`src/rtl/dvl_readout_sequencer.sv`:
```
// DDR3-to-readout transfer window sequencer: arm, gate data_valid, count beats, holdoff, done.
// Optional watchdog on the VALID window enabled by defining DVL_TIMEOUT_EN.
module dvl_readout_sequencer #(
  parameter int unsigned CNT_W       = 16,
  parameter int unsigned MAX_BEATS   = 4096,
  parameter int unsigned HOLDOFF_CYC = 8,
  parameter int unsigned TIMEOUT_CYC = 65535
) (
  input  logic             clk_i,
  input  logic             rst_i,
  input  logic             enable_i,
  input  logic             abort_i,
  input  logic             ddr3_full_i,
  input  logic             fifo_full_i,
  input  logic             fifo_empty_i,
  input  logic             fifo_rd_i,
  output logic             data_valid_o,
  output logic             busy_o,
  output logic             done_o,
  output logic [CNT_W-1:0] beat_count_o,
  output logic             limit_o,
  output logic             timeout_o
);

  localparam int unsigned HC_W = (HOLDOFF_CYC > 1) ? $clog2(HOLDOFF_CYC) : 1;

  if (MAX_BEATS < 1 || 64'(MAX_BEATS) >= (64'd1 << CNT_W) ||
      HOLDOFF_CYC < 1 || TIMEOUT_CYC < 1) begin : g_bad_params
    $error("dvl_readout_sequencer: invalid parameter set");
  end

  typedef enum logic [1:0] {
    ST_IDLE    = 2'd0,
    ST_ARMED   = 2'd1,
    ST_VALID   = 2'd2,
    ST_HOLDOFF = 2'd3
  } state_e;

  state_e            state_q, state_d;
  logic [HC_W-1:0]   hold_cnt_q, hold_cnt_d;
  logic [CNT_W-1:0]  beat_cnt_q, beat_cnt_d;
  logic              dv_q, dv_d;
  logic              busy_q, busy_d;
  logic              done_q, done_d;
  logic              limit_q, limit_d;

`ifdef DVL_TIMEOUT_EN
  localparam int unsigned WD_W = (TIMEOUT_CYC > 1) ? $clog2(TIMEOUT_CYC) : 1;
  logic [WD_W-1:0]   wd_q, wd_d;
  logic              timeout_q, timeout_d;
`endif

  // Next-state, counters and registered output values
  always_comb begin
    state_d    = state_q;
    hold_cnt_d = hold_cnt_q;
    beat_cnt_d = beat_cnt_q;
    limit_d    = limit_q;
`ifdef DVL_TIMEOUT_EN
    wd_d       = wd_q;
    timeout_d  = timeout_q;
`endif

    case (state_q)
      ST_IDLE: begin
        if (enable_i && !abort_i) state_d = ST_ARMED;
      end
      ST_ARMED: begin
        if (abort_i) begin
          state_d = ST_IDLE;
        end else if (fifo_full_i && ddr3_full_i) begin
          state_d    = ST_VALID;
          beat_cnt_d = '0;
          limit_d    = 1'b0;
`ifdef DVL_TIMEOUT_EN
          wd_d       = '0;
          timeout_d  = 1'b0;
`endif
        end else if (!enable_i) begin
          state_d = ST_IDLE;
        end
      end
      ST_VALID: begin
        // A read is counted whenever the gate is open, including the closing cycle
        if (fifo_rd_i && beat_cnt_q != CNT_W'(MAX_BEATS)) beat_cnt_d = beat_cnt_q + CNT_W'(1);
        hold_cnt_d = '0;
        if (abort_i) begin
          state_d = ST_IDLE;
        end else if (fifo_rd_i && beat_cnt_q == CNT_W'(MAX_BEATS - 1)) begin
          state_d = ST_HOLDOFF;
          limit_d = 1'b1;
        end else if (fifo_empty_i) begin
          state_d = ST_HOLDOFF;
`ifdef DVL_TIMEOUT_EN
        end else if (wd_q == WD_W'(TIMEOUT_CYC - 1)) begin
          state_d   = ST_HOLDOFF;
          timeout_d = 1'b1;
        end else begin
          wd_d = wd_q + WD_W'(1);
`endif
        end
      end
      ST_HOLDOFF: begin
        if (abort_i) begin
          state_d = ST_IDLE;
        end else if (hold_cnt_q == HC_W'(HOLDOFF_CYC - 1)) begin
          state_d = enable_i ? ST_ARMED : ST_IDLE;
        end else begin
          hold_cnt_d = hold_cnt_q + HC_W'(1);
        end
      end
      default: state_d = ST_IDLE;
    endcase

    dv_d   = (state_d == ST_VALID);
    busy_d = (state_d != ST_IDLE);
    // done is registered so it shows during the final holdoff cycle
    done_d = (state_d == ST_HOLDOFF) && (hold_cnt_d == HC_W'(HOLDOFF_CYC - 1));
  end

  always_ff @(posedge clk_i) begin
    if (rst_i) begin
      state_q    <= ST_IDLE;
      hold_cnt_q <= '0;
      beat_cnt_q <= '0;
      dv_q       <= 1'b0;
      busy_q     <= 1'b0;
      done_q     <= 1'b0;
      limit_q    <= 1'b0;
    end else begin
      state_q    <= state_d;
      hold_cnt_q <= hold_cnt_d;
      beat_cnt_q <= beat_cnt_d;
      dv_q       <= dv_d;
      busy_q     <= busy_d;
      done_q     <= done_d;
      limit_q    <= limit_d;
    end
  end

`ifdef DVL_TIMEOUT_EN
  // Watchdog counter and sticky timeout flag
  always_ff @(posedge clk_i) begin
    if (rst_i) begin
      wd_q      <= '0;
      timeout_q <= 1'b0;
    end else begin
      wd_q      <= wd_d;
      timeout_q <= timeout_d;
    end
  end

  assign timeout_o = timeout_q;
`else
  assign timeout_o = 1'b0;
`endif

  assign data_valid_o = dv_q;
  assign busy_o       = busy_q;
  assign done_o       = done_q;
  assign beat_count_o = beat_cnt_q;
  assign limit_o      = limit_q;

endmodule
```
`config.mk`:
```
export PLATFORM = sky130hd
export DESIGN_NAME = dvl_readout_sequencer
export DESIGN_NICKNAME = d
export VERILOG_FILES = /design/src/rtl/dvl_readout_sequencer.sv
export SDC_FILE = /design/constraint.sdc
export NUM_CORES = 1
export LEC_CHECK = 0
export CORE_UTILIZATION = 53
export DETAILED_ROUTE_END_ITERATION = 8
export GPL_TIMING_DRIVEN = 0
export PLACE_DENSITY = 0.84
export SETUP_SLACK_MARGIN = 0.2
export SLEW_MARGIN = 15
export SYNTH_ARGS = -nofsm -noshare
export SYNTH_HDL_FRONTEND = slang
export SYNTH_SLANG_ARGS = --single-unit
```
`constraint.sdc`:
```
create_clock -name clk_i -period 4.6 [get_ports clk_i]
set_input_delay 0.92 -clock clk_i [delete_from_list [all_inputs] [get_ports clk_i]]
set_output_delay 0.92 -clock clk_i [all_outputs]
set_load 0.005 [all_outputs]
```
==> impl_metrics.ini, run 1 <==
[drt]
drtIter0Drc = 38
drt-pass1-iter-count = 4
wire_per_inst_um = 13.6
drc_errors = 0
wl_mm = 2.88
ant_nets = 0
viasPerCell = 5.72
vias = 1213

[synth]
synth_most_common_cell = dfxtp_1
yosysSeqAreaShare_pct = 38.9
yosys.area_share.simple_pct = 33.4
ys_top_cells_by_count = dfxtp_1, nand2_1, nor2_1
synthAdderAreaFrac_pct = 2.92
yosysTopAreaCell = dfxtp_1
ys.flop_type = dfxtp_1
synthesis.area_um2 = 1290
synthMuxAreaShare_pct = 3.89
synthArstFlopShare_pct = 0
ys_types = 36
synth_top_family_by_area = simple AND/OR/NAND/NOR gates
synth_top_area_share_pct = 38.9
ys_ff_latch = 25
synth-compound-area-share_pct = 11.1
synth_edf_count = 0
syn_inst = 154
synthTopCellsByArea = dfxtp_1, nand2_1, xnor2_1
avgSynthCellArea_um2 = 8.36
syn-num-nets = 165
synth_warnings = 0
synth_xor_xnor_area_share_pct = 6.12

[grt]
antenna_found_initial = 0
grt_max_degree = 15
met3_usage_pct = 2.98
grt_usage_pct = 24.9
grtUsageMet2_pct = 43.4
overflow = 0
grtUsageMet1_pct = 30.7
gr-max-usage-layer = met2
grt_pass1_wl_mm = 4.89
grt_pass1_vias = 1148

[clocking]
cts_root_buffer = clkbuf_4
path_clk_slew_ps = 130
insertion_delay_ps = 320
post_cts_buffers = 0
cts_sinks = 25
cts_tree = done
htreeDepth = 1
ctsResizeCount = 0
cts_made_buffers = 3
clockBufferDepth = 2
holdBufCountCts = 0

[worst_setup_path]
path_class = in2reg
endpoint_kind = flop
worstPathRequired_ps = 4820
cp-start-kind = input port
regToRegEndpoint = done_o
cp.arrival_ps = 2920
cp_max_fo = 6
ff2ff_setup_slack_ps = 2430
r2r_start = beat_count_o[0]
reg2regPathDepth = 6

[timing]
fin_crit_sh_pct = 58.7
fin_skew_ps = 11.6
max_freq_mhz = 370
slew_violations = 0
finalHoldViolCount = 0
setup_slack_ps = 1900
finalSetupTns_ps = 0
layout_min_cycle_time_ps = 2700
setup_viol = 0
rsz0062_at_grt = no

[finish]
drive_gt1_share_pct = 5.43
antenna_cells = 0
nFillCells = 210
final_core_util_pct = 71.4
area_delta_synth_final_pct = 25.1
nets = 196

[power_and_ir_drop]
power_leakage_nw = 0.591
worst_ir_drop_vdd_mv = 0.158
power_density_nw_per_um2 = 209

[hold_path]
hold_path_class = reg2reg
worstHoldStart = limit_o
holdPathStages = 2
hold_end = limit_o

[floorplanning]
io_pins = 29
core_area_um2 = 2250
die-area_um2 = 2630
die_x_um = 51.3
fp.dieH_um = 51.3
num_rows = 17
start_util_pct = 57.1

[status]
outcome = finished clean

[flow_run]
cap_viol_max_count = 0

[placement]
dpl.hpwl_mm = 2.16
gp_congestion = 0.809
io_buffers = 26
dp_slack_ps = 1580
[worst max-delay path by stage]
stage,slack [ps],to,depth (start not counted),startpoint
after floorplan,2290,done_o,5,fifo_rd_i
after global placement,1600,done_o,6,fifo_rd_i
after detailed placement,1580,done_o,6,fifo_rd_i
after CTS,1910,done_o,6,fifo_rd_i
after global routing,1790,done_o,6,fifo_rd_i
final,1900,done_o,6,fifo_rd_i
[sequential cells by signal (all words and copies together) (netlist names)]
register	count
busy_o	1
limit_o	1
data_valid_o	1
beat_count_o	16
hold_cnt_q	3
done_o	1
state_q	2
[where the power goes]
group / internal (mW) / total (mW) / switching, mW / leakage [nW]
Sequential: 0.218 / 0.218 / 0.000431 / 0.202
Clock: 0.0325 / 0.0990 / 0.0665 / 0.0177
Combinational: 0.00962 / 0.0200 / 0.0104 / 0.372
Total: 0.260 / 0.337 / 0.0774 / 0.591
[worst max-delay path, cell delays in order]
cell and delay [ps]:
clkdlybuf4s50_1 570, nand2_1 120, or3_1 380, buf_2 160
or3_4 420, a2111oi_2 350
[cell type report]
| class | instances | area [um2] | share of cell area, % |
|---|---|---|---|
| plain buffers | 5 | 25.0 | 1.55 |
| inverters | 5 | 18.8 | 1.17 |
| repair buffers | 26 | 260 | 16.2 |
| flip-flops and latches | 25 | 500 | 31.1 |
| multi-input cells | 119 | 743 | 46.2 |
| clock buffers | 3 | 22.5 | 1.40 |
| clock inverters | 1 | 5.00 | 0.311 |
| well taps | 28 | 35.0 | 2.18 |
[cell usage in the layout (no fill, tap or decap), types with 3 or more instances in the layout]
| master | Yosys | routed |
|---|---|---|
| or3_1 | 7 | 7 |
| ha_1 | 3 | 3 |
| o21ai_0 | 6 | 6 |
| clkdlybuf4s50_1 | 0 | 26 |
| nor4_1 | 6 | 6 |
| dfxtp_1 | 25 | 25 |
| a21oi_1 | 11 | 11 |
| nor3_1 | 7 | 7 |
| nor2_1 | 12 | 12 |
| xnor2_1 | 8 | 8 |
| mux2i_1 | 5 | 5 |
| nand2_1 | 19 | 19 |
| inv_1 | 5 | 5 |
| clkbuf_4 | 0 | 3 |
| nand3_1 | 6 | 6 |
| nand4_1 | 6 | 6 |
[through the flow]
step / instance area [um2] / power [mW] / hold WS, ps / cells
after floorplan: 1290 / 0.233 / 453 / 154
after global placement: 1580 / 0.242 / 444 / 208
after detailed placement: 1580 / 0.243 / 469 / 208
after CTS: 1610 / 0.338 / 487 / 212
after global routing: 1610 / 0.347 / 496 / 212
final: 1610 / 0.337 / 483 / 212
[metal layers]
| layer | share of wire [%] | routed length, um |
|---|---|---|
| met1 | 47 | 1350 |
| met2 | 49 | 1400 |
| met3 | 3.8 | 109 |
| met4 | 0.59 | 17 |
| met5 | 0 | 0 |
[kinds of logic after synthesis]
logic type      Yosys count
simple gates             78
mux                       5
other cells               1
compound gates           23
flops                    25
xor+xnor                  9
fa+ha+maj                 3
buf+inv                  10
Power figures use the tool's default switching activity.
==> inputs of run 2 (changes only) <==
--- a/config.mk
+++ b/config.mk
@@ -5,10 +5,10 @@
 export SDC_FILE = /design/constraint.sdc
 export NUM_CORES = 1
 export LEC_CHECK = 0
-export CORE_UTILIZATION = 53
+export CORE_UTILIZATION = 49
 export DETAILED_ROUTE_END_ITERATION = 8
 export GPL_TIMING_DRIVEN = 0
-export PLACE_DENSITY = 0.84
+export PLACE_DENSITY = 0.78
 export SETUP_SLACK_MARGIN = 0.2
 export SLEW_MARGIN = 15
 export SYNTH_ARGS = -nofsm -noshare
==> constraint.sdc (replaced) <==
create_clock -name clk_i -period 2.5 [get_ports clk_i]
set_input_delay 0.5 -clock clk_i [delete_from_list [all_inputs] [get_ports clk_i]]
set_output_delay 0.5 -clock clk_i [all_outputs]
set_load 0.005 [all_outputs]
==> run 2 against run 1 <==
Net effect:
- routed wire length shrank 4.3%
- clock-buffer cell count grew 1
- worst hold slack lost 4.5 ps
- combinational power grew 82%
- first-iteration DRC count shrank 37%
- critical path type is now reg2reg
- clock power grew 86%
- total power grew 84%
- flip-flop and latch count is the same
- register-to-register slack lost 2100 ps
- setup slack lost 1500 ps
==> impl_metrics.ini, run 2 (same netlist as run 1, synthesis figures left out) <==
[worst_setup_path]
r2r_start = beat_count_o[1]
crit_path_end = done_o
cp.arrival_ps = 2380
crit_start = beat_count_o[1]
reg2regPathDepth = 6
endpoint_kind = flop
cp.depth = 6
worst-path-buf-inv = 1
path_class = reg2reg
worstPathRequired_ps = 2730
slowest_stage = dfxtp_1
ff2ff_setup_slack_ps = 360
cp_max_fo = 6
regToRegEndpoint = done_o
critPathMaxStageDelay_ps = 440
cp-start-kind = flop
path_delay_family = simple AND/OR/NAND/NOR gates
cp_cell_sequence = ha_1 > nand3_1 > or3_1 > buf_2 > or3_4 > a2111oi_2

[drt]
ant_nets = 0
drtIter0Drc = 24
wire_per_inst_um = 12.9
viasPerCell = 5.55
drt-pass1-iter-count = 4
wl_mm = 2.75
vias = 1187
drc_errors = 0

[finish]
seqCellArea_um2 = 500
nFillCells = 225
largest_register_ffs = 16
multi_input_area_um2 = 743
drive_gt1_share_pct = 4.89
final_core_util_pct = 65.2
layout_common_cells = dfxtp_1, clkdlybuf4s50_1, nand2_1, nor2_1, a21oi_1
area_delta_synth_final_pct = 25.4
fin_cells = 214
final_area_um2 = 1610
nets = 196
antenna_cells = 0

[floorplanning]
core_area_um2 = 2480
die-area_um2 = 2840
start_util_pct = 52.0
io_pins = 29
die_x_um = 53.3
num_rows = 18
fp.dieH_um = 53.3

[hold_path]
worstHoldStart = limit_o
hold_path_class = reg2reg
holdPathStages = 2

[grt]
grt_pass1_wl_mm = 4.58
overflow = 0
grt_max_degree = 14
grt_usage_pct = 22.0
antenna_found_initial = 0
grt_pass1_vias = 1076

[timing]
finalHoldViolCount = 0
fin_skew_ps = 10.0
slew_violations = 0
finalSetupTns_ps = 0
layout_min_cycle_time_ps = 2140
rsz0062_at_grt = no
setup_slack_ps = 357
fin_crit_sh_pct = 85.7
worst_hold_slack_ps = 479
max_freq_mhz = 467
setup_viol = 0

[placement]
dp_cells = 210
dp_slack_ps = -108
dpl.hpwl_mm = 2.10
io_buffers = 26
gp_congestion = 0.804
place_area_um2 = 1590

[power_and_ir_drop]
power_leakage_nw = 0.598
worst_ir_drop_vdd_mv = 0.291
total_power_mw = 0.621
power_density_nw_per_um2 = 385

[clocking]
clockBufferDepth = 2
cts_made_buffers = 3
post_cts_buffers = 0
path_clk_slew_ps = 140
cts_root_buffer = clkbuf_4
insertion_delay_ps = 320
cts_sinks = 25
htreeDepth = 1
cts_tree = done

[flow_run]
cap_viol_max_count = 0

[status]
outcome = finished clean
## run 2: changes by cell type in the layout (fill, tap and decap cells not counted), sizes merged
cell,delta
clkinv,-1
clkbuf,+1
clkdlybuf4s50,-1
dlymetal6s2s,+1
## run 2: how the worst min path moves through the flow
| stage | endpoint | slack [ps] |
|---|---|---|
| 6_report | limit_o | 480 |
| 5_1_grt | limit_o | 520 |
| 4_1_cts | limit_o | 480 |
| 3_5_place_dp | limit_o | 460 |
| 3_3_place_gp | limit_o | 440 |
| 2_1_floorplan | limit_o | 450 |
## run 2: power by group
| group | switching [mW] | total (mW) | leakage (nW) | internal, mW |
|---|---|---|---|---|
| logic | 0.0189 | 0.0364 | 0.381 | 0.0175 |
| clock network | 0.122 | 0.184 | 0.0150 | 0.0624 |
| registers | 0.000726 | 0.401 | 0.202 | 0.400 |
| total | 0.141 | 0.621 | 0.598 | 0.480 |
## run 2: layout make-up
class / instances / area share, %
well taps: 30 / 2.33
multi-input cells: 119 / 46.0
plain buffers: 5 / 1.55
inverters: 5 / 1.16
repair buffers: 26 / 16.3
clock buffers: 4 / 1.63
flip-flops and latches: 25 / 31.0
## run 2: worst min-delay path, cell delays in order, from the launching register on
cell     delay (ps)
dfxtp_1         340
nand2_1          50
a21oi_1          60
## run 2: layer usage
| metal | global-route usage (%) | vias to the layer above | share of wire, % | wire [um] |
|---|---|---|---|---|
| met5 | 0 | - | 0 | 0 |
| met4 | 8.33 | 0 | 1.5 | 42 |
| met3 | 2.87 | 5 | 4.1 | 114 |
| met2 | 35.6 | 29 | 47 | 1290 |
| met1 | 29.2 | 547 | 48 | 1310 |
| li1 | - | 606 | - | - |
## run 2: timing repair
action | in CTS | in global routing
hold endpoints to repair | 0 | 0
resized for setup | 0 | 1
hold buffers | 0 | 0
endpoints found under the setup margin | 0 | 1
